<file path="src/rtl/display_streamer.sv">
// Streams NUM_WORDS result-memory words to a valid/ready sink, then returns the control unit to CALC.
// Optional macro DISP_CHECKSUM_EN appends a modulo-2^DATA_W checksum word to each full sweep.
module display_streamer #(
  parameter int unsigned DATA_W    = 16,
  parameter int unsigned NUM_WORDS = 392,
  parameter int unsigned CNT_W     = 11
) (
  input  logic              CLK,
  input  logic              RESET,
  input  logic              start,
  input  logic              abort,
  input  logic [DATA_W-1:0] RDATA,
  output logic              addr_increment,
  output logic              clc,
  output logic [DATA_W-1:0] out_data,
  output logic              out_valid,
  input  logic              out_ready,
  output logic              busy,
  output logic              done
);

  typedef enum logic [2:0] {
    IDLE,
    SETTLE,
    CAPTURE,
    HOLD,
`ifdef DISP_CHECKSUM_EN
    CKSUM,
`endif
    FINISH
  } state_t;

  state_t            state, state_nx;
  logic [CNT_W-1:0]  cnt;
  logic              aborted;
  logic              xfer;
  logic              last;
`ifdef DISP_CHECKSUM_EN
  logic [DATA_W-1:0] cksum;
`endif

  assign xfer = out_valid & out_ready;
  assign last = (cnt == CNT_W'(NUM_WORDS - 1));
  assign busy = (state != IDLE);
  assign clc  = (state == FINISH);
  assign done = (state == FINISH) & ~aborted;

  always_comb begin
    state_nx       = state;
    addr_increment = 1'b0;
    case (state)
      IDLE:    if (start) state_nx = SETTLE;
      SETTLE:  state_nx = abort ? FINISH : CAPTURE;
      CAPTURE: state_nx = abort ? FINISH : HOLD;
      HOLD: begin
        if (abort) begin
          state_nx = FINISH;
        end else if (xfer) begin
          if (last) begin
`ifdef DISP_CHECKSUM_EN
            state_nx = CKSUM;
`else
            state_nx = FINISH;
`endif
          end else begin
            addr_increment = 1'b1;
            state_nx       = SETTLE;
          end
        end
      end
`ifdef DISP_CHECKSUM_EN
      CKSUM:   if (abort || xfer) state_nx = FINISH;
`endif
      FINISH:  state_nx = IDLE;
      default: state_nx = IDLE;
    endcase
  end

  always_ff @(posedge CLK or posedge RESET) begin
    if (RESET) state <= IDLE;
    else       state <= state_nx;
  end

  always_ff @(posedge CLK or posedge RESET) begin
    if (RESET) begin
      out_data  <= '0;
      out_valid <= 1'b0;
      cnt       <= '0;
      aborted   <= 1'b0;
`ifdef DISP_CHECKSUM_EN
      cksum     <= '0;
`endif
    end else begin
      if (abort && state != IDLE && state != FINISH) aborted <= 1'b1;
      case (state)
        IDLE: begin
          if (start) begin
            cnt     <= '0;
            aborted <= 1'b0;
`ifdef DISP_CHECKSUM_EN
            cksum   <= '0;
`endif
          end
        end
        CAPTURE: begin
          if (!abort) begin
            out_data  <= RDATA;
            out_valid <= 1'b1;
          end
        end
        HOLD: begin
          if (xfer || abort) out_valid <= 1'b0;
          if (xfer && !abort && !last) cnt <= cnt + 1'b1;
`ifdef DISP_CHECKSUM_EN
          if (xfer) cksum <= cksum + out_data;
          // Checksum word is the running sum including the word transferring now.
          if (xfer && !abort && last) begin
            out_data  <= cksum + out_data;
            out_valid <= 1'b1;
          end
`endif
        end
`ifdef DISP_CHECKSUM_EN
        CKSUM: if (xfer || abort) out_valid <= 1'b0;
`endif
        default: ;
      endcase
    end
  end

endmodule

</file>
<file path="config.mk">
export PLATFORM = sky130hd
export DESIGN_NAME = display_streamer
export DESIGN_NICKNAME = d
export VERILOG_FILES = /design/src/rtl/display_streamer.sv
export SDC_FILE = /design/constraint.sdc
export NUM_CORES = 1
export LEC_CHECK = 0
export BUFFER_PORTS_ARGS = -buffer_cell sky130_fd_sc_hd__clkbuf_2
export CAP_MARGIN = 15
export CORE_MARGIN = 2
export CORE_UTILIZATION = 45
export DETAILED_ROUTE_END_ITERATION = 12
export PLACE_DENSITY_LB_ADDON = 0.2
export SLEW_MARGIN = 30
export SYNTH_ARGS = -nofsm -noshare
export SYNTH_HDL_FRONTEND = slang
export SYNTH_SLANG_ARGS = --single-unit
</file>
<file path="constraint.sdc">
create_clock -name CLK -period 2.8 [get_ports CLK]
set_clock_uncertainty 0.2 [all_clocks]
set_input_delay 0.56 -clock CLK [delete_from_list [all_inputs] [get_ports CLK]]
set_output_delay 0.56 -clock CLK [all_outputs]
set_load 0.02 [all_outputs]
</file>
==> flow_summary.json <==
{
  "wirelength_mm": 3.48,
  "first_global_vias": 1244,
  "first_pass_iters": 4,
  "postCtsHoldBufs": 0,
  "setup_violations": 0,
  "slew_viol_final": 0,
  "max_clock_freq_ghz": 0.363,
  "netlist_area_um2": 1580,
  "async_flop_share_pct": 100,
  "powerDensity_nw_per_um2": 893,
  "slowest_delay_ns": 0.56,
  "grt_use_total_pct": 18.4,
  "cp_max_fo": 7,
  "synth_cell_types": 36,
  "ys_warn_count": 0,
  "met1_usage_pct": 20.7,
  "seq_area_frac_synth_pct": 50.6,
  "status": "complete, no violations",
  "crit_path_end_kind": "primary output",
  "synth-edff-count": 0,
  "antenna_found_initial": 0,
  "slowest_stage": "or4_4",
  "ys_ff_latch": 32,
  "reg2reg_depth": 6,
  "critical-path-top-delay-family": "simple AND/OR/NAND/NOR gates",
  "cp.required_ns": 2.04,
  "wire_per_inst_um": 14.4,
  "path_cells": "or4_4 > o311ai_4 > inv_2 > buf_6",
  "cts_buffer_depth": 2,
  "tightest_slew_ns": 0.438,
  "path_clk_slew_ns": 0.10,
  "diodes": 0,
  "postLayoutCellArea_um2": 1940,
  "grtUsageMet3_pct": 4.11,
  "grtUsageMet2_pct": 31.8,
  "synth_top_area_share_pct": 50.6,
  "gr-total-overflow": 0,
  "yosys-top-cells-area": "dfrtp_1 51%, mux2_2 12%, and3_1 3.2%",
  "synth_top_area_cell": "dfrtp_1",
  "avgSynthCellArea_um2": 10.9,
  "total_power_mw": 1.73,
  "cts_root_buffer": "clkbuf_4",
  "layout_setup_ws_ns": 0.0488,
  "slew_headroom_pct": 70.0,
  "fp.dieW_um": 63.3,
  "die_y_um": 63.3,
  "drv_cap": 0,
  "fin_crit_sh_pct": 98.3,
  "fin_crit_ns": 2.75,
  "peakVddDrop_mv": 0.493,
  "grt_max_degree": 33,
  "final_hold_viol_count": 0,
  "io_buffer_count": 41,
  "initial_utilization_pct": 47.0,
  "insertion_delay_ns": 0.35,
  "critPathKind": "flip-flop to primary output",
  "pre_cts_ws_ns": 0.420,
  "vias": 1285,
  "placed_area_um2": 1840,
  "start_kind": "flip-flop",
  "path_buf_inv": 2,
  "grt_pass1_wl_mm": 5.68,
  "drive_gt1_share_pct": 41.0,
  "drtIter0Drc": 67,
  "num_rows": 21,
  "synth_nets": 167,
  "ant_nets": 0,
  "dp_hpwl_mm": 2.46,
  "arrival_ns": 1.99,
  "h-tree-depth": 2,
  "dieArea_um2": 4000,
  "r2r_slack_ns": 0.52,
  "io_pins": 42,
  "drc": 0,
  "area_growth_syn_to_layout_pct": 22.5,
  "synth_ff_type": "dfrtp_1",
  "core_area_um2": 3360,
  "cts_tree": "done",
  "numCtsBuffers": 5,
  "rr_startpoint": "cnt[4]",
  "r2r-end": "cnt[10]",
  "via_per_inst": 5.33,
  "globalplace.congestion": 0.881,
  "syn_inst": 145,
  "p_leak_nw": 0.952,
  "hp-class": "primary input to asynchronous set/reset pin",
  "cts_num_sinks": 32,
  "final_nets": 216,
  "top_usage_layer": "met2"
}
-- what timing repair did --
action | CTS | global route
endpoints found under the setup margin | 0 | 1
setup buffers | 0 | 4
gates resized for setup | 0 | 4
-- worst register-to-register path, delay by kind of cell (launching register included) --
family	cells	cell delay (ns)
AO/OA/AOI/OAI	2	0.63
buffers and inverters	2	0.27
flip-flops	1	0.43
AND/OR/NAND/NOR	2	0.64
-- cell type report --
type / instances / area, um^2
tap: 46 / 57.6
inverter: 8 / 30.0
clock buffer: 7 / 55.1
multi-input combinational: 98 / 714
sequential: 32 / 802
timing repair buffer: 49 / 272
fill: 328 / 1430
clock inverter: 1 / 7.51
-- metrics by stage --
stage	cells	utilization, %	hold WS (ns)	setup TNS [ns]
after detailed placement	229	54.7	0.295	0
after global placement	229	54.7	0.289	0
after global routing	241	57.6	0.112	-0.0149
after CTS	237	56.5	0.0665	0
final	241	57.6	0.0573	0
after floorplan	145	-	0.253	0
-- state kept, by name, indices dropped and copies added, names as in the netlist --
signal and count:
out_valid 1, aborted 1, state 3, cnt 11
out_data 16
-- cell families (layout without fill, tap and decap cells) --
| logic type | Yosys count | after routing | synth area share (%) |
|---|---|---|---|
| buffers and inverters | 15 | 65 | 4.19 |
| DFF | 32 | 32 | 50.6 |
| AOI/OAI and AO/OA | 27 | 27 | 13.4 |
| adders and majority gates | 1 | 1 | 0.791 |
| muxes | 19 | 19 | 13.4 |
| and+or+nand+nor | 51 | 51 | 17.6 |
-- cells in the final DEF (no fill, tap or decap), drive strengths merged --
cell,Yosys,routed
inv,8,8
a21bo,1,1
a21oi,5,5
nand3,6,6
o21ba,1,1
nor2,11,11
a2111oi,3,3
a21o,1,1
dfrtp,32,32
o21ai,4,4
nor3b,3,3
a32o,2,2
buf,3,9
clkbuf,4,47
a22o,1,1
nand4,1,1
a2bb2oi,1,1
mux2i,2,2
ha,1,1
nand2,8,8
mux2,17,17
clkinvlp,0,1
or4,1,1
nand3b,2,2
o32ai,1,1
and3,8,8
nor2b,1,1
a211o,1,1
nor3,5,5
o22ai,5,5
and2,3,3
o311ai,1,1
nand4bb,1,1
or3b,1,1
-- Yosys cell counts (2+ instances only) --
library cell	count
dfrtp_1	32
mux2_2	17
nor2_1	10
and3_1	8
nand2_1	8
inv_1	7
nand3_1	6
a21oi_1	5
nor3_1	5
o22ai_1	5
clkbuf_1	4
o21ai_0	4
a2111oi_0	3
and2_1	3
nor3b_1	3
a32o_1	2
buf_2	2
mux2i_1	2
nand3b_1	2
-- worst max path at each step --
| stage | startpoint | cells past startpoint | slack [ns] | to |
|---|---|---|---|---|
| final | cnt[4] | 4 | 0.05 | addr_increment |
| after global routing | cnt[4] | 4 | -0.01 | addr_increment |
| after CTS | cnt[3] | 4 | 0.03 | addr_increment |
| after detailed placement | cnt[3] | 4 | 0.42 | addr_increment |
| after global placement | cnt[4] | 4 | 0.45 | addr_increment |
| after floorplan | cnt[3] | 4 | 0.50 | addr_increment |
-- power breakdown --
part	leakage (nW)	switching, mW	internal, mW	total (mW)
registers	0.405	0.117	0.612	0.729
clock network	0.0315	0.160	0.123	0.283
logic	0.516	0.409	0.309	0.718
-- per-layer routing --
metal | vias to the layer above | part of all wire, %
met4 | 0 | 2.8
met3 | 10 | 4.4
met2 | 32 | 52
met5 | - | 0
met1 | 618 | 41
li1 | 625 | -
No activity file was read; power rests on OpenSTA's default activity.
